$ cat src/rtl/pipeline_hazard_ctrl_if.sv
// Handshake/control bundle between the mips32 pipeline datapath and its hazard controller.
// Optional counters appear only when HAZARD_STATS_EN is defined.
interface pipeline_hazard_ctrl_if;
    logic       memread_ex;
    logic [4:0] destreg_ex;
    logic [4:0] rs_id;
    logic [4:0] rt_id;
    logic       uses_rt_id;
    logic       branch_mem;
    logic       zero_mem;
    logic       memop_mem;
    logic       dmem_ack;
    logic       pc_write;
    logic       ifid_write;
    logic       ifid_flush;
    logic       idex_flush;
    logic       exmem_hold;
    logic       exmem_flush;
    logic       pc_src_branch;
    logic       dmem_req;
    logic       mem_timeout_err;
    logic [1:0] state_out;
`ifdef HAZARD_STATS_EN
    logic [15:0] stall_cycles;
    logic [15:0] flush_events;
    logic [7:0]  timeout_events;
`endif

    modport master (
        output memread_ex, destreg_ex, rs_id, rt_id, uses_rt_id,
               branch_mem, zero_mem, memop_mem, dmem_ack,
        input  pc_write, ifid_write, ifid_flush, idex_flush, exmem_hold,
               exmem_flush, pc_src_branch, dmem_req, mem_timeout_err, state_out
`ifdef HAZARD_STATS_EN
        , input stall_cycles, flush_events, timeout_events
`endif
    );

    modport slave (
        input  memread_ex, destreg_ex, rs_id, rt_id, uses_rt_id,
               branch_mem, zero_mem, memop_mem, dmem_ack,
        output pc_write, ifid_write, ifid_flush, idex_flush, exmem_hold,
               exmem_flush, pc_src_branch, dmem_req, mem_timeout_err, state_out
`ifdef HAZARD_STATS_EN
        , output stall_cycles, flush_events, timeout_events
`endif
    );
endinterface

$ cat src/rtl/pipeline_hazard_ctrl.sv
// Stall/flush sequencer for the 5-stage mips32 pipeline; controls are combinational from state, timeout pulse registered.
// Memory wait states freeze the pipe until dmem_ack or MEM_TIMEOUT; HAZARD_STATS_EN adds saturating event counters.
module pipeline_hazard_ctrl #(
    parameter int LOAD_STALL_CYCLES = 1,
    parameter int MEM_TIMEOUT       = 15
) (
    input  logic                 clk,
    input  logic                 rst,
    pipeline_hazard_ctrl_if.slave hz
);
    typedef enum logic [1:0] {
        ST_RUN     = 2'd0,
        ST_LDSTALL = 2'd1,
        ST_MEMWAIT = 2'd2,
        ST_FLUSH   = 2'd3
    } state_e;

    state_e     state_q, state_d;
    logic [1:0] stall_cnt_q, stall_cnt_d;
    logic [7:0] wait_cnt_q, wait_cnt_d;
    logic       err_q, err_d;

    logic hazard, taken, mem_stall;
    logic pc_write, ifid_write, ifid_flush, idex_flush;
    logic exmem_hold, exmem_flush, pc_src_branch, dmem_req;

    assign hazard = hz.memread_ex && (hz.destreg_ex != 5'd0) &&
                    ((hz.destreg_ex == hz.rs_id) ||
                     (hz.uses_rt_id && (hz.destreg_ex == hz.rt_id)));
    assign taken     = hz.branch_mem && hz.zero_mem;
    assign mem_stall = hz.memop_mem && !hz.dmem_ack;

    always_ff @(posedge clk) begin
        if (rst) begin
            state_q     <= ST_RUN;
            stall_cnt_q <= 2'd0;
            wait_cnt_q  <= 8'd0;
            err_q       <= 1'b0;
        end else begin
            state_q     <= state_d;
            stall_cnt_q <= stall_cnt_d;
            wait_cnt_q  <= wait_cnt_d;
            err_q       <= err_d;
        end
    end

    always_comb begin
        state_d       = state_q;
        stall_cnt_d   = stall_cnt_q;
        wait_cnt_d    = wait_cnt_q;
        err_d         = 1'b0;
        pc_write      = 1'b1;
        ifid_write    = 1'b1;
        ifid_flush    = 1'b0;
        idex_flush    = 1'b0;
        exmem_hold    = 1'b0;
        exmem_flush   = 1'b0;
        pc_src_branch = 1'b0;
        dmem_req      = 1'b0;
        case (state_q)
            ST_RUN, ST_LDSTALL: begin
                dmem_req = hz.memop_mem;
                if (mem_stall) begin
                    pc_write    = 1'b0;
                    ifid_write  = 1'b0;
                    exmem_hold  = 1'b1;
                    state_d     = ST_MEMWAIT;
                    wait_cnt_d  = 8'd1;
                    stall_cnt_d = 2'd0;
                end else if (state_q == ST_LDSTALL) begin
                    pc_write    = 1'b0;
                    ifid_write  = 1'b0;
                    idex_flush  = 1'b1;
                    stall_cnt_d = stall_cnt_q + 2'd1;
                    if (stall_cnt_q == 2'(LOAD_STALL_CYCLES - 1)) begin
                        state_d     = ST_RUN;
                        stall_cnt_d = 2'd0;
                    end
                end else if (taken) begin
                    // Branch resolved in MEM beats any load-use bubble: the younger instructions die anyway.
                    pc_src_branch = 1'b1;
                    ifid_flush    = 1'b1;
                    idex_flush    = 1'b1;
                    exmem_flush   = 1'b1;
                    state_d       = ST_FLUSH;
                end else if (hazard) begin
                    pc_write   = 1'b0;
                    ifid_write = 1'b0;
                    idex_flush = 1'b1;
                    if (LOAD_STALL_CYCLES > 1) begin
                        state_d     = ST_LDSTALL;
                        stall_cnt_d = 2'd1;
                    end
                end
            end
            ST_MEMWAIT: begin
                dmem_req = hz.memop_mem;
                if (hz.dmem_ack) begin
                    state_d    = ST_RUN;
                    wait_cnt_d = 8'd0;
                end else if (wait_cnt_q == 8'(MEM_TIMEOUT)) begin
                    // Abort drops the stuck access instead of holding it.
                    pc_write    = 1'b0;
                    ifid_write  = 1'b0;
                    exmem_flush = 1'b1;
                    err_d       = 1'b1;
                    state_d     = ST_RUN;
                    wait_cnt_d  = 8'd0;
                end else begin
                    pc_write   = 1'b0;
                    ifid_write = 1'b0;
                    exmem_hold = 1'b1;
                    wait_cnt_d = wait_cnt_q + 8'd1;
                end
            end
            ST_FLUSH: begin
                ifid_flush = 1'b1;
                idex_flush = 1'b1;
                state_d    = ST_RUN;
            end
            default: state_d = ST_RUN;
        endcase
    end

    assign hz.pc_write        = pc_write;
    assign hz.ifid_write      = ifid_write;
    assign hz.ifid_flush      = ifid_flush;
    assign hz.idex_flush      = idex_flush;
    assign hz.exmem_hold      = exmem_hold;
    assign hz.exmem_flush     = exmem_flush;
    assign hz.pc_src_branch   = pc_src_branch;
    assign hz.dmem_req        = dmem_req;
    assign hz.mem_timeout_err = err_q;
    assign hz.state_out       = state_q;

`ifdef HAZARD_STATS_EN
    logic [15:0] stall_cycles_q;
    logic [15:0] flush_events_q;
    logic [7:0]  timeout_events_q;

    always_ff @(posedge clk) begin
        if (rst) begin
            stall_cycles_q   <= 16'd0;
            flush_events_q   <= 16'd0;
            timeout_events_q <= 8'd0;
        end else begin
            if (!pc_write && (stall_cycles_q != 16'hFFFF))
                stall_cycles_q <= stall_cycles_q + 16'd1;
            if (pc_src_branch && (flush_events_q != 16'hFFFF))
                flush_events_q <= flush_events_q + 16'd1;
            if (err_d && (timeout_events_q != 8'hFF))
                timeout_events_q <= timeout_events_q + 8'd1;
        end
    end

    assign hz.stall_cycles   = stall_cycles_q;
    assign hz.flush_events   = flush_events_q;
    assign hz.timeout_events = timeout_events_q;
`endif
endmodule

$ cat src/flat_wrapper.sv
// flat-port wrapper written by rule: the top's interface ports become plain ports
module pipeline_hazard_ctrl_flat 
#(
    parameter int LOAD_STALL_CYCLES = 1,
    parameter int MEM_TIMEOUT       = 15
)
  (clk, rst, hz_memread_ex, hz_destreg_ex, hz_rs_id, hz_rt_id, hz_uses_rt_id, hz_branch_mem, hz_zero_mem, hz_memop_mem, hz_dmem_ack, hz_pc_write, hz_ifid_write, hz_ifid_flush, hz_idex_flush, hz_exmem_hold, hz_exmem_flush, hz_pc_src_branch, hz_dmem_req, hz_mem_timeout_err, hz_state_out);
  pipeline_hazard_ctrl_if hz_i ();
  input  logic clk;
  input  logic rst;
  input wire logic [$bits(hz_i.memread_ex)-1:0] hz_memread_ex;
  input wire logic [$bits(hz_i.destreg_ex)-1:0] hz_destreg_ex;
  input wire logic [$bits(hz_i.rs_id)-1:0] hz_rs_id;
  input wire logic [$bits(hz_i.rt_id)-1:0] hz_rt_id;
  input wire logic [$bits(hz_i.uses_rt_id)-1:0] hz_uses_rt_id;
  input wire logic [$bits(hz_i.branch_mem)-1:0] hz_branch_mem;
  input wire logic [$bits(hz_i.zero_mem)-1:0] hz_zero_mem;
  input wire logic [$bits(hz_i.memop_mem)-1:0] hz_memop_mem;
  input wire logic [$bits(hz_i.dmem_ack)-1:0] hz_dmem_ack;
  output wire logic [$bits(hz_i.pc_write)-1:0] hz_pc_write;
  output wire logic [$bits(hz_i.ifid_write)-1:0] hz_ifid_write;
  output wire logic [$bits(hz_i.ifid_flush)-1:0] hz_ifid_flush;
  output wire logic [$bits(hz_i.idex_flush)-1:0] hz_idex_flush;
  output wire logic [$bits(hz_i.exmem_hold)-1:0] hz_exmem_hold;
  output wire logic [$bits(hz_i.exmem_flush)-1:0] hz_exmem_flush;
  output wire logic [$bits(hz_i.pc_src_branch)-1:0] hz_pc_src_branch;
  output wire logic [$bits(hz_i.dmem_req)-1:0] hz_dmem_req;
  output wire logic [$bits(hz_i.mem_timeout_err)-1:0] hz_mem_timeout_err;
  output wire logic [$bits(hz_i.state_out)-1:0] hz_state_out;
  assign hz_i.memread_ex = hz_memread_ex;
  assign hz_i.destreg_ex = hz_destreg_ex;
  assign hz_i.rs_id = hz_rs_id;
  assign hz_i.rt_id = hz_rt_id;
  assign hz_i.uses_rt_id = hz_uses_rt_id;
  assign hz_i.branch_mem = hz_branch_mem;
  assign hz_i.zero_mem = hz_zero_mem;
  assign hz_i.memop_mem = hz_memop_mem;
  assign hz_i.dmem_ack = hz_dmem_ack;
  assign hz_pc_write = hz_i.pc_write;
  assign hz_ifid_write = hz_i.ifid_write;
  assign hz_ifid_flush = hz_i.ifid_flush;
  assign hz_idex_flush = hz_i.idex_flush;
  assign hz_exmem_hold = hz_i.exmem_hold;
  assign hz_exmem_flush = hz_i.exmem_flush;
  assign hz_pc_src_branch = hz_i.pc_src_branch;
  assign hz_dmem_req = hz_i.dmem_req;
  assign hz_mem_timeout_err = hz_i.mem_timeout_err;
  assign hz_state_out = hz_i.state_out;
  pipeline_hazard_ctrl #(.LOAD_STALL_CYCLES(LOAD_STALL_CYCLES), .MEM_TIMEOUT(MEM_TIMEOUT)) u_core (.clk(clk), .rst(rst), .hz(hz_i));
endmodule
$ cat config.mk
export PLATFORM = sky130hd
export DESIGN_NAME = pipeline_hazard_ctrl_flat
export DESIGN_NICKNAME = d
export VERILOG_FILES = /design/src/rtl/pipeline_hazard_ctrl_if.sv /design/src/rtl/pipeline_hazard_ctrl.sv /design/src/flat_wrapper.sv
export SDC_FILE = /design/constraint.sdc
export NUM_CORES = 1
export LEC_CHECK = 0
export ABC_AREA = 0
export BUFFER_PORTS_ARGS = -buffer_cell sky130_fd_sc_hd__buf_2
export CORE_UTILIZATION = 51
export DETAILED_ROUTE_END_ITERATION = 7
export PLACE_DENSITY_LB_ADDON = 0.08
export SETUP_SLACK_MARGIN = 0.02
export SLEW_MARGIN = 20
export SYNTH_ARGS = -nofsm -noshare
export SYNTH_HDL_FRONTEND = slang
export SYNTH_SLANG_ARGS = --single-unit
$ cat constraint.sdc
create_clock -name clk -period 3.59 [get_ports clk]
set_input_delay 0.5385 -clock clk [delete_from_list [all_inputs] [get_ports clk]]
set_output_delay 0.5385 -clock clk [all_outputs]
set_load 0.005 [all_outputs]
## Word-level counts from Yosys, hierarchy flattened

Index checks and enable logic that the tools add are counted.

- Reduce and logical (&&, ||, !) cells: 18
- Multiplexer cells: 38
- Add/sub/neg operators: 2
- Bitwise gates (word level): 1
- Eq/ne operators: 10

Operator list:

| kind | count |
|---|---|
| 8-bit two-way mux | 3 |
| 1-bit two-way mux | 19 |
| 2-bit two-way mux | 9 |
| 8-bit case mux with 2 select lines | 1 |
| 5-bit == test | 2 |
| 1-bit case mux with 2 select lines | 5 |
| 8-bit by 1-bit adder with 8-bit output (second input constant) | 1 |
| 8-bit by 4-bit == test with 1-bit output (second input constant) | 1 |
| 2-bit case mux with 3 select lines | 1 |
| 1-bit logical AND | 5 |
| 5-bit nonzero test | 1 |
| 2-bit == test (second input constant) | 2 |
| 2-bit zero test | 2 |
| 4-bit by 1-bit != test with 1-bit output (second input constant) | 1 |
| 4-bit by 3-bit != test with 1-bit output (second input constant) | 1 |
| 2-bit AND reduction | 2 |
| 2-bit nonzero test | 2 |
| 2-bit OR reduction | 2 |
| 3-bit by 2-bit != test with 1-bit output (second input constant) | 1 |
| 3-bit AND reduction | 1 |
| 3-bit OR reduction | 1 |
| 2-bit by 1-bit adder with 2-bit output (second input constant) | 1 |
| 2-bit by 1-bit == test with 1-bit output (second input constant) | 1 |
| 2-bit by 1-bit != test with 1-bit output (second input constant) | 1 |
| 3 further kinds | 3 |

- Bits in registers: 13
- Word-level logic and storage cells: 73
- Input bits: 23

## Depth between registers and ports, before layout

Gate-level depths: netlist of the first run.

- Depth in word-level cells: 9
- Mapped depth: 6

## Worst setup path before layout of the first run

Ideal clock, no wire load.

- Path kind: input-to-output
- Start: input port hz_destreg_ex[4]
- End: output port hz_pc_write
- Slack: 1,448 ps
- Stages on the path: 6
- Arrival time: 1,604 ps
- Buffers on the path: 1
- Data required time: 3,052 ps
- Path through: xor2_1 > nor4_1 > and3_1 > o221ai_1 > o31a_1 > buf_4

- Word-level cells in the longest chain between the ends: 9
- Elaborated cells on any way between the ends: 12
- Classes of those cells: eq/ne: 2; mux: 5; reduce/logical: 5

RTL lines:

| element | RTL line | RTL |
|---|---|---|
| from (decl) | flat_wrapper.sv:12 | `input wire logic [$bits(hz_i.destreg_ex)-1:0] hz_destreg_ex;` |
| 5-bit == test | pipeline_hazard_ctrl.sv:29 | `(hz.uses_rt_id && (hz.destreg_ex == hz.rt_id)));` |
| 1-bit logical AND | pipeline_hazard_ctrl.sv:29 |  |
| 1-bit logical OR | pipeline_hazard_ctrl.sv:28 | `((hz.destreg_ex == hz.rs_id) \|\|` |
| 1-bit logical AND (*) | pipeline_hazard_ctrl.sv:27 | `assign hazard = hz.memread_ex && (hz.destreg_ex != 5'd0) &&` |
| 1-bit two-way mux (*) (4 in a row) | n/a |  |
| 1-bit case mux with 2 select lines (*) | n/a |  |
| to (decl) | flat_wrapper.sv:20 | `output wire logic [$bits(hz_i.pc_write)-1:0] hz_pc_write;` |

Mark *: on every way between the ends. The rest lies on a longest branch, timed or not.

## Worst setup path after layout of the first run

- Start: register u_core.wait_cnt_q[0]
- End: output port hz_exmem_hold

- Word-level cells in the longest chain between the ends: 4

RTL lines:

| element | RTL line | RTL |
|---|---|---|
| from (decl) | pipeline_hazard_ctrl.sv:20 | `logic [7:0] wait_cnt_q, wait_cnt_d;` |
| from (signal assigned) | pipeline_hazard_ctrl.sv:42 | `wait_cnt_q <= wait_cnt_d;` |
| 8-bit by 4-bit == test with 1-bit output | pipeline_hazard_ctrl.sv:101 | `end else if (wait_cnt_q == 8'(MEM_TIMEOUT)) begin` |
| 1-bit two-way mux | pipeline_hazard_ctrl.sv:101 |  |
| 1-bit two-way mux | pipeline_hazard_ctrl.sv:98 | `if (hz.dmem_ack) begin` |
| 1-bit case mux with 2 select lines | pipeline_hazard_ctrl.sv:60 | `case (state_q)` |
| to (decl) | flat_wrapper.sv:24 | `output wire logic [$bits(hz_i.exmem_hold)-1:0] hz_exmem_hold;` |

No other way between the ends.

==> flow_summary.json, run 1 <==
{
  "status": "complete, but fails checks",
  "violations": "design-rule violations",
  "rsz0062_at_grt": "false",
  "via_count": 907,
  "ios": 34,
  "netlist_top_cells_area": "dfxtp_1, nor2_1, xor2_1",
  "worstHoldStart": "u_core.wait_cnt_q[2]",
  "cpPeakStageDelay_ps": 410,
  "grt_pass1_wl_mm": 3.32,
  "gr-total-overflow": 0,
  "cts_tree": "yes",
  "yosys.area.top_type": "dfxtp_1",
  "grt_max_degree": 14,
  "critPathLaunchType": "flip-flop",
  "first_global_vias": 785,
  "tns_ps": 0,
  "totalWireLength_mm": 2.09,
  "syn_nets": 140,
  "worstReg2RegStart": "u_core.wait_cnt_q[0]",
  "hold_viol_final": 0,
  "avgViaCountPerCell": 5.56,
  "synth.most_common_cell": "nor2_1",
  "path_clk_slew_ps": 80,
  "dp.cells": 159,
  "cts.sinks": 13,
  "syn-cell-area_um2": 888,
  "min_period_over_period_pct": 65.7,
  "startpoint": "u_core.wait_cnt_q[0]",
  "dieArea_um2": 1910,
  "grt.total_usage_pct": 23.0,
  "area.sequential_um2": 260,
  "cp.required_ps": 3050,
  "clock_skew_ps": 6.20,
  "max_cap_violations": 0,
  "multi_input_area_um2": 574,
  "holdBufCountCts": 0,
  "fmax_ghz": 0.424,
  "final_cell_area_um2": 1070,
  "path_buf_inv": 1,
  "finalSetupViolations": 0,
  "fin_ws_ps": 1230,
  "clock_path_buffers": 2,
  "crit_path_cell_trace": "ha_1 -> nand3_1 -> o21ai_4 -> o21ai_0 -> buf_2",
  "drive_gt1_share_pct": 29.3,
  "nNetsFinal": 174,
  "fp-row-count": 14,
  "yosysSeqAreaShare_pct": 29.3,
  "cts_buffers": 3,
  "route.detailed.drc": 6,
  "worstSetupPathType": "reg -> out",
  "initial_utilization_pct": 57.0,
  "vdd_drop_max_mv": 0.233,
  "synth_area_per_cell_um2": 7.79,
  "worst-slew-pin-transition_ps": 488,
  "synth_warnings": 0,
  "relSlewSlack_pct": 67.4,
  "cp.arrival_ps": 1820,
  "htreeDepth": 1,
  "p_leak_uw": 0.000491,
  "hpwlAfterDp_mm": 1.60,
  "drtPass1Iterations": 6,
  "wire_per_inst_um": 12.8,
  "syn_inst": 114,
  "synth_flop_cell": "dfxtp_1",
  "dr.first_iter.drc_count": 22,
  "fillCellCount": 147,
  "critical_path.endpoint_type": "output pin",
  "port_buffers": 33,
  "async_flop_share_pct": 0,
  "postCtsSetupRepairBufs": 0,
  "synth-edff-count": 0,
  "postCtsResizedCells": 0,
  "n_antenna_cell": 0,
  "period_needed_ps": 2360,
  "crit_family": "compound AO/OA/AOI/OAI gates",
  "root_buffer": "clkbuf_4",
  "cpMaxStageDelayCell": "dfxtp_1",
  "synth_top_area_share_pct": 29.3,
  "yosysUniqueCellTypes": 34,
  "fp.dieH_um": 43.7,
  "instances_no_fill": 163,
  "placed_area_um2": 1050,
  "power_density_nw_per_um2": 295,
  "syn2layout_area_growth_pct": 20.8,
  "synth_common_cells": "nor2_1, dfxtp_1, nand2_1",
  "antenna_found_initial": 0,
  "synth-seq-cells": 13,
  "gp_congestion": 0.766,
  "core_um2": 1560,
  "die_x_um": 43.7,
  "dp_worst_setup_slack_ps": 1270,
  "timing.final.max_slew_violations": 0,
  "path_max_fanout": 9,
  "drt.antenna.violating_nets": 0,
  "clk_latency_ps": 290,
  "min_path_type": "reg -> reg"
}
## worst paths after layout
kind                           to  slack, ps  cells after the start
max                 hz_exmem_hold       1230                      5
min          u_core.wait_cnt_q[2]        490                      2
max reg2reg  u_core.wait_cnt_q[6]       1890                      6
min reg2reg  u_core.wait_cnt_q[2]        490                      2
## report_power, final
part	switching (µW)	total [µW]	internal [µW]	leakage [µW]
registers	5.70	152	147	0.000105
logic	37.3	70.7	33.3	0.000368
clock network	51.9	93.4	41.5	0.0000177
total	94.9	316	222	0.000491
## placed cells by master, fill, tap and decap left out, drive strengths merged
cell type / instances
o31a: 1
o21ai: 6
ha: 3
nand3: 4
mux2i: 1
clkinv: 1
nor4: 3
nor3b: 1
a21oi: 8
a311oi: 3
o211a: 1
nor2b: 1
dfxtp: 13
nand3b: 1
inv: 7
nor3: 3
a32oi: 2
nor2: 19
o21a: 1
xnor2: 4
o221ai: 1
xor2: 6
a22oi: 1
or4: 2
and2: 1
nand2b: 1
and3: 3
buf: 33
clkbuf: 3
a211oi: 1
nand2: 12
## cell type report
type	count	share of cell area [%]
multi-input combinational	90	53.5
sequential	13	24.2
timing repair buffer	33	15.4
inverter	7	2.45
clock buffer	3	2.10
tap	16	1.86
clock inverter	1	0.466
## metal layers
metal	up-vias	global-route usage [%]	routed length, µm
li1	464	-	-
met5	-	0	0
met2	34	36.7	981
met3	2	4.17	153
met4	0	9.38	21
met1	407	30.5	928
## per-stage QoR
| step | total power, µW | hold WS (ps) | utilization, % |
|---|---|---|---|
| final | 316 | 490 | 68.9 |
| after detailed placement | 226 | 477 | 67.1 |
| after global placement | 224 | 463 | 67.1 |
| after global routing | 330 | 520 | 68.9 |
| after CTS | 319 | 488 | 68.9 |
| after floorplan | 197 | 449 | - |
## sequential cells by signal (all words and copies together), names as in the netlist
register,count
u_core.wait_cnt_q,8
u_core.hz.state_out,2
u_core.stall_cnt_q,2
u_core.hz.mem_timeout_err,1
## kinds of logic (layout without fill, tap and decap cells)
group           count (synthesis)  count (layout)  synth area share [%]
buf+inv                        11              44                  6.06
mux                             1               1                  2.54
xor+xnor                       10              10                  9.86
compound gates                 25              25                  20.1
simple gates                   51              51                  27.9
fa+ha+maj                       3               3                  4.23
flops                          13              13                  29.3
## worst min-delay path: stages, from the launching register on
cell and delay [ps]:
dfxtp_1 340, nand2_1 60, a21oi_1 50
No activity file was read; power rests on OpenSTA's default activity.
==> inputs of run 2 (changes only) <==
CORE_ASPECT_RATIO = 1.5   (was not set)
CORE_UTILIZATION = 43   (was 51)
clock period = 2.1 ns   (was 3.59 ns; I/O delays follow)
==> flow_summary.json, run 2 (synthesized netlist as in run 1, its figures left out) <==
{
  "cp.required_ps": 1780,
  "clock_skew_ps": 1.48,
  "grt_max_degree": 14,
  "path_common_cell": "nand2_1",
  "antenna_found_initial": 0,
  "cts_tree": "yes",
  "crit_path_cell_trace": "or4_4 -> nor2_1 -> nand2_1 -> nand2_1 -> buf_2",
  "root_buffer": "clkbuf_4",
  "n_antenna_cell": 0,
  "htreeDepth": 1,
  "cp-endpoint": "hz_exmem_flush",
  "tns_ps": 0,
  "cpMaxStageDelayCell": "or4_4",
  "fp.dieH_um": 57.7,
  "status": "finished clean",
  "clk_latency_ps": 270,
  "min_period_over_period_pct": 93.3,
  "route.detailed.drc": 0,
  "period_needed_ps": 1960,
  "fmax_ghz": 0.510,
  "port_buffers": 33,
  "grt_pass1_wl_mm": 3.35,
  "min_path_type": "in -> reg",
  "drive_gt1_share_pct": 29.7,
  "via_count": 927,
  "totalWireLength_mm": 2.04,
  "worst-slew-pin-transition_ps": 457,
  "largest_reg_flops": 8,
  "rsz0062_at_grt": "false",
  "worstReg2RegStart": "u_core.hz.state_out[1]",
  "max_cap_violations": 0,
  "initial_utilization_pct": 47.3,
  "dieArea_um2": 2260,
  "avgViaCountPerCell": 5.49,
  "relSlewSlack_pct": 69.5,
  "r2r.worst_path.cells": 6,
  "r2r_end": "u_core.wait_cnt_q[5]",
  "critPathLaunchType": "flip-flop",
  "fillCellCount": 189,
  "dp_worst_setup_slack_ps": 158,
  "clock_path_buffers": 2,
  "critical_path.endpoint_type": "output pin",
  "hold_viol_final": 0,
  "timing.final.max_slew_violations": 0,
  "nNetsFinal": 175,
  "power_density_nw_per_um2": 489,
  "p_leak_uw": 0.000492,
  "top_register": "u_core.wait_cnt_q",
  "core_um2": 1880,
  "path_clk_slew_ps": 80,
  "fp-row-count": 19,
  "drt.antenna.violating_nets": 0,
  "vdd_drop_max_mv": 0.307,
  "gr-total-overflow": 0,
  "hpwlAfterDp_mm": 1.60,
  "dr.first_iter.drc_count": 8,
  "drtPass1Iterations": 5,
  "cp.arrival_ps": 1640,
  "cts.sinks": 13,
  "finalSetupViolations": 0,
  "wire_per_inst_um": 12.1,
  "final_cell_mix": "buf_2, nor2_1, dfxtp_1",
  "first_global_vias": 850,
  "grt.total_usage_pct": 20.0,
  "die_x_um": 39.1,
  "syn2layout_area_growth_pct": 22.8,
  "holdBufCountCts": 0,
  "cpPeakStageDelay_ps": 570,
  "gp_congestion": 0.724,
  "path_max_fanout": 6,
  "worstSetupPathType": "reg -> out",
  "ios": 34,
  "startpoint": "u_core.wait_cnt_q[4]",
  "cts_buffers": 3,
  "final_common_cell": "buf_2",
  "fin_ws_ps": 141,
  "worst-r2r-setup-slack_ps": 360
}
run 2: metrics by stage:
| step | utilization (%) | cells | total power [µW] | hold WS [ps] | instance area [µm²] |
|---|---|---|---|---|---|
| final | 58.1 | 169 | 534 | 372 | 1090 |
| after global routing | 58.1 | 169 | 565 | 379 | 1090 |
| after CTS | 57.8 | 169 | 539 | 368 | 1090 |
| after detailed placement | 56.0 | 164 | 386 | 475 | 1050 |
| after global placement | 56.0 | 164 | 385 | 464 | 1050 |
| after floorplan | - | 114 | 337 | 387 | 888 |
run 2: final cells by class:
| cell class | count | area (µm²) | share of cell area (%) |
|---|---|---|---|
| timing repair buffer | 34 | 173 | 15.8 |
| clock buffer | 4 | 26.3 | 2.41 |
| tap | 21 | 26.3 | 2.41 |
| sequential | 13 | 260 | 23.9 |
| multi-input combinational | 90 | 579 | 53.1 |
| inverter | 7 | 26.3 | 2.41 |
run 2: worst max-delay path, delay by kind of cell, from the launching register on:
kind / cells / cell delay [ps]
buffers and inverters: 1 / 110
AND/OR/NAND/NOR: 4 / 910
flip-flops: 1 / 350
run 2: timing repair:
item / in CTS / in global routing
setup endpoints to repair: 1 / 1
endpoints found under the hold margin: 0 / 0
pin swaps: 1 / 0
gates resized for setup: 0 / 1
buffers inserted: 1 / 0
run 2: per-layer routing:
metal  global-route usage [%]  share of wire [%]  up-vias
li1                         -                  -      470
met1                     22.6                 42      427
met2                     36.7                 52       25
met3                     1.53                4.8        5
met4                     7.39                1.6        0
met5                        0                  0        -
run 2: where the power goes:
group | switching (µW) | internal, µW | total (µW) | leakage, µW
Sequential | 9.67 | 251 | 260 | 0.000105
Clock | 79.3 | 73.6 | 153 | 0.0000150
Combinational | 62.2 | 58.3 | 121 | 0.000372
run 2: worst min-delay path by stage:
stage          depth (start not counted)                  from                    end  slack (ps)
2_1_floorplan                          1                   rst   u_core.wait_cnt_q[4]         390
3_3_place_gp                           1  u_core.wait_cnt_q[7]   u_core.wait_cnt_q[7]         460
6_report                               2                   rst   u_core.wait_cnt_q[1]         370
4_1_cts                                2                   rst  u_core.stall_cnt_q[0]         370
5_1_grt                                2                   rst  u_core.stall_cnt_q[1]         380
3_5_place_dp                           1  u_core.wait_cnt_q[7]   u_core.wait_cnt_q[7]         480
